**src/rtl/mmio_peripheral.sv**
```systemverilog
// mmio_peripheral: data-bus MMIO responder with reload timer/irq, LED and 7-seg registers.
// Define MMIO_SYSTICK_EN to add the free-running SYSTICK counter at offset 0x14.
module mmio_peripheral #(
    parameter logic [31:0] BASE_ADDR = 32'h40000000,
    parameter int unsigned LED_WIDTH = 8
) (
    input  logic                 clk,
    input  logic                 reset,
    input  logic [31:0]          Address,
    input  logic [31:0]          Write_data,
    input  logic                 MemRead,
    input  logic                 MemWrite,
    output logic [31:0]          Read_data,
    output logic                 Hit,
    output logic [LED_WIDTH-1:0] leds,
    output logic [11:0]          digits,
    output logic                 irq
);
    logic [31:0] th, tl, systick;
    logic [2:0]  tcon;
    logic [5:0]  off;
    logic        wr, ovf, set_st, unused_addr;

    assign Hit         = Address[31:8] == BASE_ADDR[31:8];
    assign off         = Address[7:2];
    assign wr          = Hit & MemWrite;
    assign ovf         = tcon[0] & (&tl);
    assign set_st      = ovf & tcon[1];
    assign irq         = tcon[1] & tcon[2];
    assign unused_addr = ^Address[1:0];

    assign Read_data = !(Hit && MemRead) ? 32'h0 :
                       off == 6'h0 ? th :
                       off == 6'h1 ? tl :
                       off == 6'h2 ? {29'h0, tcon} :
                       off == 6'h3 ? 32'(leds) :
                       off == 6'h4 ? {20'h0, digits} :
                       off == 6'h5 ? systick : 32'h0;

    // A software TL write beats count/reload; an overflow status set beats a TCON clear.
    always_ff @(posedge clk) begin
        if (reset) begin
            th     <= 32'h0;
            tl     <= 32'h0;
            tcon   <= 3'h0;
            leds   <= '0;
            digits <= 12'h0;
        end else begin
            if (wr && off == 6'h0) th <= Write_data;
            if (wr && off == 6'h1) tl <= Write_data;
            else if (tcon[0]) tl <= ovf ? th : tl + 32'h1;
            tcon <= (wr && off == 6'h2) ? {Write_data[2] | set_st, Write_data[1:0]}
                                         : {tcon[2] | set_st, tcon[1:0]};
            if (wr && off == 6'h3) leds <= Write_data[LED_WIDTH-1:0];
            if (wr && off == 6'h4) digits <= Write_data[11:0];
        end
    end

`ifdef MMIO_SYSTICK_EN
    always_ff @(posedge clk) systick <= reset ? 32'h0 : systick + 32'h1;
`else
    assign systick = 32'h0;
`endif
endmodule

```
**config.mk**
```make
export PLATFORM = sky130hd
export DESIGN_NAME = mmio_peripheral
export DESIGN_NICKNAME = d
export VERILOG_FILES = /design/src/rtl/mmio_peripheral.sv
export SDC_FILE = /design/constraint.sdc
export NUM_CORES = 1
export LEC_CHECK = 0
export CORE_MARGIN = 2
export CORE_UTILIZATION = 28
export DETAILED_ROUTE_END_ITERATION = 10
export DONT_BUFFER_PORTS = 1
export PLACE_DENSITY = 0.42
export SYNTH_ARGS = -nofsm -noshare
export SYNTH_HDL_FRONTEND = slang
export SYNTH_SLANG_ARGS = --single-unit
```
**constraint.sdc**
```tcl
create_clock -name clk -period 4.4 [get_ports clk]
set_input_delay 1.32 -clock clk [delete_from_list [all_inputs] [get_ports clk]]
set_output_delay 1.32 -clock clk [all_outputs]
set_load 0.1 [all_outputs]
```
# Word level (Yosys, flattened, before mapping)
# Cells that the tools add are included.
dict set report word_totals {
  register_bits 87
  in_bits 68
  wordCells 37
}
dict set report op_classes {
  add_sub_neg 1
  eq_ne 5
  mux 10
  bitwise_logic 6
  n_reduce_logical 9
}
# cell count
set ops {}
lappend ops {{2-to-1 mux 32 bit} 6}
lappend ops {{2-to-1 mux 12 bit} 3}
lappend ops {{adder 32 x 1 -> 32 bit, second input constant} 1}
lappend ops {{AND reduction 32 bit} 1}
lappend ops {{equality test 24 x 23 -> 1 bit, second input constant} 1}
lappend ops {{equality test 6 x 2 -> 1 bit, second input constant} 2}
lappend ops {{equality test 6 x 1 -> 1 bit, second input constant} 1}
lappend ops {{equality test 6 x 3 -> 1 bit, second input constant} 1}
lappend ops {{logical AND 1 bit} 6}
lappend ops {{logical NOT 6 bit} 1}
lappend ops {{AND 1 bit} 4}
lappend ops {{2-to-1 mux 3 bit} 1}
lappend ops {{bitwise OR 1 bit} 2}
lappend ops {{nonzero test 2 bit} 1}

# Depth between registers and ports, before layout
# Gate-level depths: netlist (run 1).
dict set report logic_depth {
  word_depth 7
  ltp_mapped 9
  depth_no_buf 7
}

# Least setup slack after synthesis (run 1)
# OpenSTA, ideal clock, no wires.
dict set report synth_path {
  kind {input to output}
  start {input Address[27]}
  end {output Read_data[12]}
  arrival_ns 5.103
  required_time_ns 3.080
  setup_slack_ns -2.023
  stages 7
  path_buffers 2
  path_cell_list {nor4b_1 > nand4_1 > nor2_1 > nand2_1 > clkbuf_1 > buf_1 > nor2_1}
}
dict set report synth_between {
  elab_chain_len 3
}
# item line
set synth_lines {}
lappend synth_lines {{start: declaration} 9} ;# input logic [31:0] Address,
lappend synth_lines {{equality test 24 x 23 -> 1 bit} 24} ;# assign Hit = Address[31:8] == BASE_ADDR[31:8];
lappend synth_lines {{net Hit} 14} ;# output logic Hit,
lappend synth_lines {{logical AND 1 bit} 32} ;# assign Read_data = !(Hit && MemRead) ? 32'h0 :
lappend synth_lines {{2-to-1 mux 32 bit} 32}
lappend synth_lines {{end: declaration} 13} ;# output logic [31:0] Read_data,
# The timed path passes the listed nets, and every way through them passes these cells.

# Worst setup path after layout (run 1)
dict set report layout_path {
  start {input Address[5]}
  end {output Read_data[7]}
}
dict set report layout_between {
  elab_chain_len 7
  word_cells_on_any_way 11
  classes_between {4 x eq/ne; 6 x mux; 1 x reduce/logical}
}
# item line
set layout_lines {}
lappend layout_lines {{equality test 6 x 3 -> 1 bit} 37} ;# off == 6'h4 ? {20'h0, digits} :
lappend layout_lines {{2-to-1 mux 12 bit} 37}
lappend layout_lines {{2-to-1 mux 12 bit} 36} ;# off == 6'h3 ? 32'(leds) :
lappend layout_lines {{2-to-1 mux 12 bit} 35} ;# off == 6'h2 ? {29'h0, tcon} :
lappend layout_lines {{2-to-1 mux 32 bit} 34} ;# off == 6'h1 ? tl :
lappend layout_lines {{2-to-1 mux 32 bit (*)} 33} ;# off == 6'h0 ? th :
lappend layout_lines {{2-to-1 mux 32 bit (*)} 32}
# Mark *: on every way between the ends. The rest lies on a longest branch, timed or not.

==> impl_metrics.prom, run 1 <==
# TYPE chip_impl_metric gauge
chip_impl_metric{name="ys_seq_area_share",unit="%"} 34.4
chip_impl_metric{name="postRouteAntennaNets",unit=""} 0
chip_impl_info{name="cts_root_buffer",value="sky130_fd_sc_hd__clkbuf_16"} 1
chip_impl_info{name="tritoncts",value="built"} 1
chip_impl_metric{name="clkLatencyLatePin",unit="ns"} 0.34
chip_impl_metric{name="report.final.slew_viol_count",unit=""} 0
chip_impl_metric{name="vias_per_cell",unit=""} 5.48
chip_impl_metric{name="fin_hold_ws",unit="ns"} 0.504
chip_impl_metric{name="postCtsHoldBufs",unit=""} 0
chip_impl_metric{name="cts.reportedPaths.clkPinSlew",unit="ns"} 0.06
chip_impl_info{name="timing.critical_path.mode_cell",value="sky130_fd_sc_hd__buf_12"} 1
chip_impl_metric{name="max_freq",unit="MHz"} 241
chip_impl_metric{name="die_h",unit="microns"} 138
chip_impl_metric{name="detailed_place_hpwl",unit="microns"} 12100
chip_impl_metric{name="relative_contribution_of_the_clock_network_to_total_power",unit="%"} 52.4
chip_impl_metric{name="fin_skew",unit="ns"} 0.00661
chip_impl_metric{name="pre_cts_slack",unit="ns"} 0.235
chip_impl_metric{name="timing.critical_path.required",unit="ns"} 3.08
chip_impl_info{name="synth_common_cells",value="sky130_fd_sc_hd__nor2_1 (124), sky130_fd_sc_hd__dfxtp_1 (87), sky130_fd_sc_hd__mux2i_1 (61)"} 1
chip_impl_metric{name="cts_made_buffers",unit=""} 9
chip_impl_metric{name="critical_path_peak_fanout",unit=""} 29
chip_impl_metric{name="gp_congestion",unit=""} 0.828
chip_impl_metric{name="power.static_leakage",unit="nW"} 2.29
chip_impl_metric{name="p_sw",unit="uW"} 339
chip_impl_metric{name="hold_viol_final",unit=""} 0
chip_impl_metric{name="final-setup-viol-count",unit=""} 0
chip_impl_metric{name="leftover_overflow_at_the_end_of_global_routing",unit=""} 0
chip_impl_metric{name="slew-limit-headroom",unit="%"} 33.2
chip_impl_metric{name="seq_power_share",unit="%"} 46.1
chip_impl_metric{name="grt_pass1_wl",unit="microns"} 27700
chip_impl_info{name="dominantRegCellSynth",value="sky130_fd_sc_hd__dfxtp_1"} 1
chip_impl_metric{name="fin_crit_sh",unit="%"} 94.5
chip_impl_info{name="worst_setup_path_start_kind",value="input port"} 1
chip_impl_metric{name="synth-warning-count",unit=""} 0
chip_impl_metric{name="synth_top_area_share",unit="%"} 34.4
chip_impl_metric{name="drt-wirelength-per-cell",unit="microns"} 19.5
chip_impl_info{name="post-synth-top-area-cell",value="sky130_fd_sc_hd__dfxtp_1"} 1
chip_impl_metric{name="cts.repair.resized",unit=""} 0
chip_impl_metric{name="avgSynthCellArea",unit="sq um"} 7.96
chip_impl_metric{name="finalWirelength",unit="microns"} 17600
chip_impl_metric{name="cellInternalPower",unit="mW"} 1.37
chip_impl_metric{name="grt.total_usage",unit="%"} 18.0
chip_impl_metric{name="count_of_cell_types_in_the_netlist",unit=""} 51
chip_impl_metric{name="initial_utilization",unit="%"} 28.4
chip_impl_info{name="crit_path_cell_trace",value="or3_1, nor4_2, buf_12, a221oi_1, nor2_4, buf_12"} 1
chip_impl_metric{name="final_net_count",unit=""} 738
chip_impl_metric{name="timing_worst_slew_pin_value",unit="ns"} 1.00
chip_impl_metric{name="fp-row-count",unit=""} 49
chip_impl_metric{name="port_buffers",unit=""} 0
chip_impl_metric{name="layout_min_cycle_time",unit="ns"} 4.16
chip_impl_metric{name="timing.critical_path.arrival",unit="ns"} 2.84
chip_impl_metric{name="irDropWorstVdd",unit="mV"} 0.199
chip_impl_info{name="status",value="completed"} 1
chip_impl_metric{name="grt_pass1_vias",unit=""} 4810
chip_impl_metric{name="setup_slack",unit="ns"} 0.242
chip_impl_metric{name="power.share.switching",unit="%"} 19.8
chip_impl_metric{name="ys_seq_elements",unit=""} 87
chip_impl_metric{name="maximum_number_of_pins_on_one_net_before_global_route_repair",unit=""} 76
chip_impl_metric{name="power.share.combinational",unit="%"} 1.6
chip_impl_metric{name="synth_enable_flop_cells",unit=""} 0
chip_impl_metric{name="drt_iter0_drc",unit=""} 421
chip_impl_metric{name="synthesized_cell_area",unit="sq um"} 5060
chip_impl_info{name="critical-path-top-delay-family",value="simple AND/OR/NAND/NOR gates"} 1
chip_impl_info{name="cell_with_the_most_instances_after_synthesis",value="sky130_fd_sc_hd__nor2_1"} 1
chip_impl_metric{name="htree_num_levels",unit=""} 3
chip_impl_metric{name="clockBufferDepth",unit=""} 2
chip_impl_metric{name="layout-drive-gt1-share",unit="%"} 21.2
chip_impl_metric{name="number_of_antenna_violations_at_the_first_check_in_global_routing",unit=""} 0
chip_impl_metric{name="synthArstFlopShare",unit="%"} 0
chip_impl_metric{name="fp.dieW",unit="microns"} 138
chip_impl_metric{name="power",unit="mW"} 1.71
chip_impl_metric{name="postSynthNetCount",unit=""} 705
chip_impl_metric{name="area_inside_the_core_boundary",unit="sq um"} 17800
chip_impl_metric{name="clock_sinks",unit=""} 87
chip_impl_metric{name="final.setup.tns",unit="ns"} 0
chip_impl_metric{name="areaGrowthSynthToFinish",unit="%"} 34.1
chip_impl_metric{name="post_synth_inst_count",unit=""} 636
chip_impl_info{name="rsz_0062_raised_after_global_routing",value="no"} 1
chip_impl_metric{name="worstPathBufferInverterCount",unit=""} 2
chip_impl_metric{name="max_cap_violations",unit=""} 0
chip_impl_metric{name="drc",unit=""} 0
chip_impl_metric{name="pwr_density_cell",unit="nW/um^2"} 252
chip_impl_metric{name="pin_count",unit=""} 122
chip_impl_metric{name="drtPass1Iterations",unit=""} 5
chip_impl_metric{name="instances_no_fill",unit=""} 903
chip_impl_info{name="worstSetupEndpointType",value="output port"} 1
chip_impl_info{name="timing.setup.critical_path_class",value="in2out"} 1
chip_impl_info{name="synth.area.top_cells",value="sky130_fd_sc_hd__dfxtp_1 (34%), sky130_fd_sc_hd__mux2i_1 (12%), sky130_fd_sc_hd__nor2_1 (9.2%), sky130_fd_sc_hd__a21oi_1 (4.4%), sky130_fd_sc_hd__a22oi_1 (3.1%)"} 1
chip_impl_metric{name="dp_cells",unit=""} 887
chip_impl_info{name="cpMaxStageDelayCell",value="sky130_fd_sc_hd__or3_1"} 1
chip_impl_metric{name="post-cts-setup-buffer-count",unit=""} 0
chip_impl_metric{name="cpPeakStageDelay",unit="ns"} 0.46
chip_impl_metric{name="die_area",unit="sq um"} 19200
chip_impl_info{name="holdCritPathClass",value="reg2reg"} 1
chip_impl_metric{name="routed-via-count",unit=""} 4949
chip_impl_metric{name="num_antenna_cells",unit=""} 0
[power by group through the flow]
stage	Clock, mW	Combinational (mW)	Sequential, mW
floorplan	0	0.0314	0.805
global placement	0	0.0270	0.805
detailed placement	0	0.0274	0.805
CTS	0.908	0.0274	0.787
global route	0.940	0.0299	0.787
finish	0.895	0.0272	0.787
[sequential cells by signal, indices dropped and copies added, names as in the netlist]
signal,count
digits,12
leds,8
th,32
tl,32
tcon,3
[routing by layer]
metal  up-vias  GRT usage (%)  wire length, microns
li1       2375              -                     -
met1      2409           23.2                  7600
met2       149           30.7                  8660
met3        16           3.95                  1130
met4         0           4.62                   186
met5         -              0                     0
[per-stage QoR]
step / utilization [%] / area (sq um)
after detailed placement: 36.2 / 6450
after CTS: 38.1 / 6790
after global placement: 36.2 / 6450
after global routing: 38.1 / 6790
after floorplan: - / 5410
final: 38.1 / 6790
[final timing paths]
path                            depth (start not counted)            to        from  slack (ns)
worst min-delay path                                    2        tl[20]      th[20]        0.50
worst max-delay path                                    6  Read_data[7]  Address[5]        0.24
worst min register to register                          2        tl[20]      th[20]        0.50
worst max register to register                          7        tl[12]       tl[0]        1.32
[tightest hold or removal path, cell delays in order (launching register included)]
cell	delay [ns]
sky130_fd_sc_hd__dfxtp_1	0.33
sky130_fd_sc_hd__nand2_1	0.06
sky130_fd_sc_hd__a31oi_1	0.07
[cell type report]
cell class	count	area, sq um
clock buffer	13	250
clock inverter	3	90.1
fill	1810	11000
inverter	7	26.3
multi-input combinational	494	3420
sequential	87	1740
tap	229	287
timing repair buffer	70	976
[placed cells by master, fill, tap and decap left out, types with 8 or more instances in the layout]
| cell type | instances |
|---|---|
| sky130_fd_sc_hd__nand2_1 | 38 |
| sky130_fd_sc_hd__nand4_1 | 14 |
| sky130_fd_sc_hd__a21oi_1 | 42 |
| sky130_fd_sc_hd__nor3_1 | 24 |
| sky130_fd_sc_hd__buf_12 | 36 |
| sky130_fd_sc_hd__buf_4 | 34 |
| sky130_fd_sc_hd__nor2_4 | 30 |
| sky130_fd_sc_hd__a22oi_1 | 21 |
| sky130_fd_sc_hd__mux2i_1 | 61 |
| sky130_fd_sc_hd__clkbuf_16 | 9 |
| sky130_fd_sc_hd__o21ai_0 | 15 |
| sky130_fd_sc_hd__nand3_1 | 23 |
| sky130_fd_sc_hd__dfxtp_1 | 87 |
| sky130_fd_sc_hd__xnor2_1 | 13 |
| sky130_fd_sc_hd__o211ai_1 | 10 |
| sky130_fd_sc_hd__nor2_1 | 94 |
| sky130_fd_sc_hd__nor4_2 | 8 |
[kinds of logic (layout without fill, tap and decap cells)]
group | count (synthesis) | after routing | synth area share, %
and+or+nand+nor | 280 | 280 | 28.0
muxes | 62 | 62 | 12.3
xor gates and xnor gates | 20 | 20 | 3.46
AOI/OAI and AO/OA | 131 | 131 | 17.0
adders and majority gates | 1 | 1 | 0.247
buffers and inverters | 55 | 93 | 4.57
DFF | 87 | 87 | 34.4
Power figures use the tool's default switching activity.
==> inputs of run 2 (changes only) <==
--- a/config.mk
+++ b/config.mk
@@ -5,6 +5,7 @@
 export SDC_FILE = /design/constraint.sdc
 export NUM_CORES = 1
 export LEC_CHECK = 0
+export CAP_MARGIN = 20
 export CORE_MARGIN = 2
 export CORE_UTILIZATION = 28
 export DETAILED_ROUTE_END_ITERATION = 10
==> results of run 2 <==
The final DEF is identical to that of run 1; final timing and power are the same.
